$ cat config.mk
export PLATFORM = sky130hd
export DESIGN_NAME = arcade_input_mapper
export DESIGN_NICKNAME = d
export VERILOG_FILES = /design/src/rtl/arcade_input_mapper.sv
export SDC_FILE = /design/constraint.sdc
export NUM_CORES = 1
export LEC_CHECK = 0
export CORE_ASPECT_RATIO = 1.75
export CORE_MARGIN = 2
export CORE_UTILIZATION = 35
export DETAILED_ROUTE_END_ITERATION = 12
export PLACE_DENSITY = 0.6
export SETUP_SLACK_MARGIN = 0.02
export SLEW_MARGIN = 20
export SYNTH_ARGS = -nofsm -noshare
export SYNTH_HDL_FRONTEND = slang
export SYNTH_SLANG_ARGS = --single-unit
$ cat constraint.sdc
create_clock -name clk_sys -period 3.4 [get_ports clk_sys]
set_input_delay 0.51 -clock clk_sys [delete_from_list [all_inputs] [get_ports clk_sys]]
set_output_delay 0.51 -clock clk_sys [all_outputs]
set_load 0.05 [all_outputs]
$ cat src/rtl/arcade_input_mapper.sv
// Merges PS/2 key events and two joystick pads into registered player controls,
// and shapes coin requests into fixed-width pulses followed by a lockout gap.
module arcade_input_mapper #(
  parameter logic [23:0] COIN_PULSE = 24'd1200000,
  parameter logic [23:0] COIN_GAP   = 24'd1200000,
  parameter bit          AUTO_COIN  = 1'b1
) (
  input  logic        clk_sys,
  input  logic        reset_n,
  input  logic [10:0] ps2_key,
  input  logic [15:0] joystick_0,
  input  logic [15:0] joystick_1,
  output logic [6:0]  p1_ctrl,
  output logic [6:0]  p2_ctrl,
  output logic        start1,
  output logic        start2,
  output logic        test,
  output logic        coin1,
  output logic        coin_busy
);

  typedef enum logic [1:0] {StIdle, StPulse, StGap} coin_state_e;

  logic        armed_q, old_tog_q;
  logic [6:0]  p1_key_q, p1_key_d, p2_key_q, p2_key_d;
  logic [1:0]  st1_key_q, st1_key_d, st2_key_q, st2_key_d, coin_key_q, coin_key_d;
  logic        test_key_q, test_key_d;
  logic [6:0]  p1_ctrl_q, p2_ctrl_q;
  logic        start1_q, start2_q, test_q;
  logic        start1_d, start2_d, creq, creq_q, coin_rise;
  logic        key_event, pressed;
  logic [8:0]  code;
  coin_state_e state_q, state_d;
  logic [23:0] cnt_q, cnt_d;
  logic        unused_joy_bits;

  assign unused_joy_bits = ^{joystick_0[15:10], joystick_1[15:10]};

  // armed_q suppresses decoding until the toggle tracker has been loaded once.
  assign key_event = armed_q & (old_tog_q != ps2_key[10]);
  assign pressed   = ps2_key[9];
  assign code      = ps2_key[8:0];

  always_comb begin
    p1_key_d   = p1_key_q;
    p2_key_d   = p2_key_q;
    st1_key_d  = st1_key_q;
    st2_key_d  = st2_key_q;
    coin_key_d = coin_key_q;
    test_key_d = test_key_q;
    if (key_event) begin
      case (code)
        9'h075, 9'h175: p1_key_d[3]   = pressed;
        9'h072, 9'h172: p1_key_d[2]   = pressed;
        9'h06B, 9'h16B: p1_key_d[1]   = pressed;
        9'h074, 9'h174: p1_key_d[0]   = pressed;
        9'h014:         p1_key_d[4]   = pressed;
        9'h011:         p1_key_d[5]   = pressed;
        9'h029:         p1_key_d[6]   = pressed;
        9'h005:         st1_key_d[0]  = pressed;
        9'h016:         st1_key_d[1]  = pressed;
        9'h006:         st2_key_d[0]  = pressed;
        9'h01E:         st2_key_d[1]  = pressed;
        9'h02E:         coin_key_d[0] = pressed;
        9'h036:         coin_key_d[1] = pressed;
        9'h02D:         p2_key_d[3]   = pressed;
        9'h02B:         p2_key_d[2]   = pressed;
        9'h023:         p2_key_d[1]   = pressed;
        9'h034:         p2_key_d[0]   = pressed;
        9'h01C:         p2_key_d[4]   = pressed;
        9'h01B:         p2_key_d[5]   = pressed;
        9'h015:         p2_key_d[6]   = pressed;
        9'h02C:         test_key_d    = pressed;
        default:        ;
      endcase
    end
  end

  assign start1_d  = (|st1_key_d) | joystick_0[7] | joystick_1[7];
  assign start2_d  = (|st2_key_d) | joystick_0[8] | joystick_1[8];
  assign creq      = (|coin_key_d) | joystick_0[9] | joystick_1[9] |
                     (AUTO_COIN & (start1_d | start2_d));
  assign coin_rise = creq & ~creq_q;

  always_ff @(posedge clk_sys or negedge reset_n) begin
    if (!reset_n) begin
      armed_q    <= 1'b0;
      old_tog_q  <= 1'b0;
      p1_key_q   <= '0;
      p2_key_q   <= '0;
      st1_key_q  <= '0;
      st2_key_q  <= '0;
      coin_key_q <= '0;
      test_key_q <= 1'b0;
      p1_ctrl_q  <= '0;
      p2_ctrl_q  <= '0;
      start1_q   <= 1'b0;
      start2_q   <= 1'b0;
      test_q     <= 1'b0;
      creq_q     <= 1'b0;
    end else begin
      armed_q    <= 1'b1;
      old_tog_q  <= ps2_key[10];
      p1_key_q   <= p1_key_d;
      p2_key_q   <= p2_key_d;
      st1_key_q  <= st1_key_d;
      st2_key_q  <= st2_key_d;
      coin_key_q <= coin_key_d;
      test_key_q <= test_key_d;
      p1_ctrl_q  <= p1_key_d | joystick_0[6:0];
      p2_ctrl_q  <= p2_key_d | joystick_1[6:0];
      start1_q   <= start1_d;
      start2_q   <= start2_d;
      test_q     <= test_key_d;
      creq_q     <= creq;
    end
  end

  // Rises seen outside StIdle are dropped, never queued.
  always_comb begin
    state_d = state_q;
    cnt_d   = cnt_q;
    unique case (state_q)
      StIdle: begin
        if (coin_rise) begin
          state_d = StPulse;
          cnt_d   = COIN_PULSE - 24'd1;
        end
      end
      StPulse: begin
        if (cnt_q == 24'd0) begin
          if (COIN_GAP == 24'd0) begin
            state_d = StIdle;
          end else begin
            state_d = StGap;
            cnt_d   = COIN_GAP - 24'd1;
          end
        end else begin
          cnt_d = cnt_q - 24'd1;
        end
      end
      StGap: begin
        if (cnt_q == 24'd0) state_d = StIdle;
        else                cnt_d   = cnt_q - 24'd1;
      end
      default: state_d = StIdle;
    endcase
  end

  always_ff @(posedge clk_sys or negedge reset_n) begin
    if (!reset_n) begin
      state_q <= StIdle;
      cnt_q   <= '0;
    end else begin
      state_q <= state_d;
      cnt_q   <= cnt_d;
    end
  end

  assign p1_ctrl   = p1_ctrl_q;
  assign p2_ctrl   = p2_ctrl_q;
  assign start1    = start1_q;
  assign start2    = start2_q;
  assign test      = test_q;
  assign coin1     = (state_q == StPulse);
  assign coin_busy = (state_q != StIdle);

endmodule

* Yosys cells after proc, flatten, opt, wreduce, memory -nomap -nowiden *
Cells that the tools add are included.

storage, ports and cells
  register bits after elaboration = 66
  latch bits = 0
  bits in writable memories = 0
  memory bits (read-only) = 0
  bits of input ports = 45
  output and inout port bits = 19
  logic and storage cells = 108
  memories kept = 0

operators by class
  add/subtract/negate cells = 1
  multipliers = 0
  div/mod/pow operators = 0
  $lt $le $gt $ge = 0
  equal/unequal tests = 32
  shift-type cells = 0
  mux-type cells = 33
  bitwise operators = 13
  reduce and logical (&&, ||, !) cells = 14

operator list
  operator                                             number
  equality test 9 x 6 -> 1 bit, second input constant  8
  2-to-1 mux 24 bit                                    3
  one-hot mux 24 bit (3 select lines)                  1
  equality test 9 x 5 -> 1 bit, second input constant  7
  equality test 9 x 7 -> 1 bit, second input constant  4
  equality test 9 bit, second input constant           4
  logical NOT 24 bit                                   1
  subtractor 24 x 1 -> 24 bit, second input constant   1
  2-to-1 mux 1 bit                                     20
  equality test 9 x 3 -> 1 bit, second input constant  2
  2-to-1 mux 7 bit                                     2
  bitwise OR 7 bit                                     2
  OR reduction 2 bit                                   7
  2-to-1 mux 2 bit                                     6
  bitwise OR 1 bit                                     8
  != test 2 bit, second input constant                 3
  one-hot mux 2 bit (3 select lines)                   1
  AND reduction 3 bit                                  2
  nonzero test 3 bit                                   1
  bitwise AND 1 bit                                    2
  equality test 2 x 1 -> 1 bit, second input constant  1
  equality test 2 bit, second input constant           1
  logical NOT 2 bit                                    1
  != test 2 x 1 -> 1 bit, second input constant        1
  other kinds (4)                                      4

* Logic depth before layout (Yosys ltp) *
  depth in word-level cells = 11
  mapped depth = 10
  mapped depth without buffers = 8

* Worst setup path after synthesis *
Ideal clock, no wire load.

  path kind = input port to flip-flop
  start = input ps2_key[10]
  end = register cnt_q[23]
  library setup time = 0.096 ns
  arrival = 2.474 ns
  required time = 3.304 ns
  slack = 0.830 ns
  stages on the path = 8
  path buffers = 1
  cells stage by stage = xor2_1 nand2_1 or4_4 nand4_4 o31ai_4 a211o_1 buf_6 o32ai_2

between the ends
  cells in the longest elaborated chain, start to end = 11
  elaborated cells on any way between the ends = 19
  those cells by class = 2 x eq/ne; 3 x mux; 10 x bitwise; 4 x reduce/logical

RTL lines
  item                                  RTL line  source
  start, declared                       10        input logic [10:0] ps2_key,
  != test 1 bit                         40        assign key_event = armed_q & (old_tog_q != ps2_key[10]);
  bitwise AND 1 bit                     40
  2-to-1 mux 2 bit                      51        if (key_event) begin
  OR reduction 2 bit                    80        assign start2_d = (|st2_key_d) | joystick_0[8] | joystick_1[8];
  bitwise OR 1 bit (2 in series)        80
  named net start2_d                    30        logic start1_d, start2_d, creq, creq_q, coin_rise;
  bitwise OR 1 bit                      82        (AUTO_COIN & (start1_d | start2_d));
  bitwise OR 1 bit                      81        assign creq = (|coin_key_d) | joystick_0[9] | joystick_1[9] |
  bitwise AND 1 bit                     83        assign coin_rise = creq & ~creq_q;
  != test 2 bit (no source line)        n/a
  AND reduction 3 bit (no source line)  n/a
  end signal, assigned                  156       cnt_q <= cnt_d;
  end, declared                         34        logic [23:0] cnt_q, cnt_d;

The timed path passes the listed nets, and every way through them passes these cells.
A chain may end at the register's enable or synchronous reset.

* Worst setup path after layout *
  start = input ps2_key[5]
  end = register state_q[0]

between the ends
  cells in the longest elaborated chain, start to end = 11
  elaborated cells on any way between the ends = 29
  those cells by class = 7 x eq/ne; 9 x mux; 9 x bitwise; 4 x reduce/logical

RTL lines
  item                                                                                 RTL line  source
  equality test 9 x 3 -> 1 bit / equality test 9 x 5 -> 1 bit (equally long branches)  52        case (code)
  2-to-1 mux 1 bit                                                                     52
  2-to-1 mux 2 bit (*)                                                                 51
  OR reduction 2 bit (*)                                                               79        assign start1_d = (|st1_key_d) | joystick_0[7] | joystick_1[7];
  bitwise OR 1 bit (*) (2 in series)                                                   79
  named net start1_d                                                                   30
  bitwise OR 1 bit (*)                                                                 82
  bitwise OR 1 bit (*)                                                                 81
  bitwise AND 1 bit (*)                                                                83
  != test 2 bit (no source line) (*)                                                   n/a
  AND reduction 3 bit (no source line) (*)                                             n/a
  end signal, assigned                                                                 152       state_q <= StIdle;
  end signal, assigned                                                                 155       state_q <= state_d;
  end, declared                                                                        33        coin_state_e state_q, state_d;

Mark *: on every way through the listed nets, which the timed path passes. The rest lies on a longest branch.

==> metrics.cfg <==
[outcome]
status=finished clean

[critical_path]
critPathLaunchType=primary input
end_kind=flop
crit_arrival_ps=3100
cpMostUsedCell=buf_4
r2r-start=cnt_q[18]
path_buf_inv=3
slowest_delay_ps=460
path_cells=clkdlybuf4s50_1 > nor4_4 > buf_4 > nand4_1 > mux2i_1 > nand3_1 > o31ai_4 > buf_4 > a21oi_1 > mux2_1
worstPathRequired_ps=3620
ff2ff_setup_slack_ps=640
worst-path-max-fanout=8
crit_type=primary input to flop
worstReg2RegEnd=cnt_q[15]
crit_family=buffers and inverters
slowest_stage=clkdlybuf4s50_1
ff2ff_path_depth=8

[global_route]
grt_pass1_vias=3267
antenna_found_initial=0
grt_use_total_pct=18.6
grt_first_pass_wirelength_microns=15500
grt-ovfl-total=0
grt_max_degree=26

[sta]
layout_worst_path_cycle_share_pct=84.6
rsz0062_at_grt=no
hold_viol=0
layout_min_cycle_time_ps=2880
setup_violations=0
slew_headroom_pct=49.4
slew_viol_final=0
max_freq_ghz=0.348
worst_slew_pin_slew_ps=756
fin_skew_ps=9.47
setup_tns_ps=0

[route]
route.met2.wl_microns=5430
finalWirelength_microns=9450
wl_met1_microns=3370
maxUsedRoutingLayer=met4
drtIter0Drc=187
firstDrtPassIters=4
num_vias=3101
wl_per_cell_microns=16.6
ant_nets=0
vias_per_cell=5.46
wl_met3_microns=307
drc=0

[synthesis]
syn_inst=365
synth_area_sq_mm=0.00354
ys_async_sr_fraction_pct=100
synth_ff_type=dfrtp_1
yosysSeqAreaShare_pct=46.6
synth_edf_count=0
synth_area_per_cell_sq_um=9.71
synth.distinct_cells=69
ys_warn_count=0
synth_fp_nets=417
yosys.area.top_type=dfrtp_1
ys_seq_elements=66
synth_area_leaders=dfrtp_1, o21ai_0, nand2_1, inv_1, mux2_2
synth_top_area_share_pct=46.6

[finish]
antennaDiodeCount=0
design_area_sq_mm=0.00463
area_growth_pct=30.6
nFillCells=976
drive_gt1_share_pct=18.5
postLayoutCoreUtil_pct=47.0
nets=490
final_cell_mix=dfrtp_1, clkdlybuf4s50_1, nand2_1
final_common_cell=dfrtp_1

[clocking]
htree_levels=3
cts_root_buf=clkbuf_16
cts.sinks=66
clk_latency_ps=330
clk_pin_slew_ps=60
post-cts-setup-buffers=0
clock_path_buffers=2
ctsResizeCount=0
hold_buffers=0
cts_buffers=9
cts_tree=built

[hold_path]
min_path_type=primary input to async pin

[pwr]
total_power_mw=1.91
vdd_drop_max_uv=345
power.leakage_nw=2.00
p_per_area_mw_per_mm2=413

[floorplanning]
die_area_sq_mm=0.0110
core_sq_mm=0.00985
io-pin-count=64
die_w_microns=80.1
num_rows=48
die_y_microns=137
start_util_pct=36.0

[placed_design]
dpl-instance-area_sq_mm=0.00433
portBuffers=51
routabilityCongestion=0.905
hpwlAfterDp_microns=7230

[job]
cap_violations=0

## registers in the layout, indices dropped and copies added, names as in the netlist
signal	flops
armed_q	1
st2_key_q	2
p2_key_q	7
old_tog_q	1
creq_q	1
p1_ctrl	7
cnt_q	24
coin_key_q	2
st1_key_q	2
test	1
state_q	2
start1	1
p2_ctrl	7
start2	1
p1_key_q	7
## power breakdown
part	internal, mW	switching, mW
clock network	0.587	0.352
logic	0.0726	0.0937
registers	0.801	0.00495
total	1.46	0.450
## area by class of cell
| type | count | area, sq um | area share (%) |
|---|---|---|---|
| sequential | 66 | 1650 | 35.7 |
| clock buffer | 10 | 239 | 5.16 |
| tap | 125 | 156 | 3.38 |
| inverter | 28 | 105 | 2.27 |
| multi-input combinational | 256 | 1710 | 37.0 |
| timing repair buffer | 77 | 701 | 15.1 |
| clock inverter | 6 | 66.3 | 1.43 |
## per-stage QoR
step | setup slack [ps] | hold WS (ps) | cells
6_report | 523 | 166 | 568
2_1_floorplan | 830 | 214 | 365
5_1_grt | 354 | 217 | 568
4_1_cts | 480 | 185 | 568
3_5_place_dp | 135 | 472 | 552
3_3_place_gp | 183 | 458 | 552
## logic make-up after synthesis
| logic type | Yosys count | share of synthesized area, % |
|---|---|---|
| fa+ha+maj | 7 | 2.47 |
| buf+inv | 43 | 5.12 |
| flops | 66 | 46.6 |
| xor+xnor | 1 | 0.247 |
| simple gates | 129 | 20.6 |
| compound gates | 104 | 20.5 |
| mux | 14 | 4.31 |
| other cells | 1 | 0.106 |
## synthesized netlist by cell type (2+ instances only)
library cell and count:
dfrtp_1 66, nand2_1 32, inv_1 27, o21ai_0 26, nor2_1 21, a21oi_1 20
or2_2 15, clkbuf_1 10, nand4_1 10, mux2_2 9, nor3_1 9, nor4_1 9
o22ai_1 9, a31oi_1 7, ha_1 7, nand3_1 5, and3_1 4, mux2i_1 4
o22a_1 4, a211o_1 3, a211oi_1 3, and3b_1 3, o2bb2ai_1 3, o31a_1 3
o32ai_2 3, a22o_1 2, a41oi_1 2, and4b_1 2, buf_6 2, nand3b_1 2
nor2b_1 2, o21ai_1 2, o31ai_1 2, or3_1 2
## worst max path at each step
stage                start  slack [ps]  cells past startpoint          to
2_1_floorplan  ps2_key[10]         830                      8   cnt_q[23]
3_3_place_gp    ps2_key[5]         180                     10  state_q[0]
3_5_place_dp    ps2_key[5]         130                     10  state_q[0]
4_1_cts         ps2_key[5]         480                     10  state_q[0]
5_1_grt         ps2_key[5]         350                     10  state_q[0]
6_report        ps2_key[5]         520                     10  state_q[0]
## per-layer routing
layer	global-route usage (%)	vias to the layer above
met5	0	-
met1	17.8	1515
met2	36.2	82
met4	10.2	0
met3	3.30	24
li1	-	1480
No activity file was read; power rests on OpenSTA's default activity.
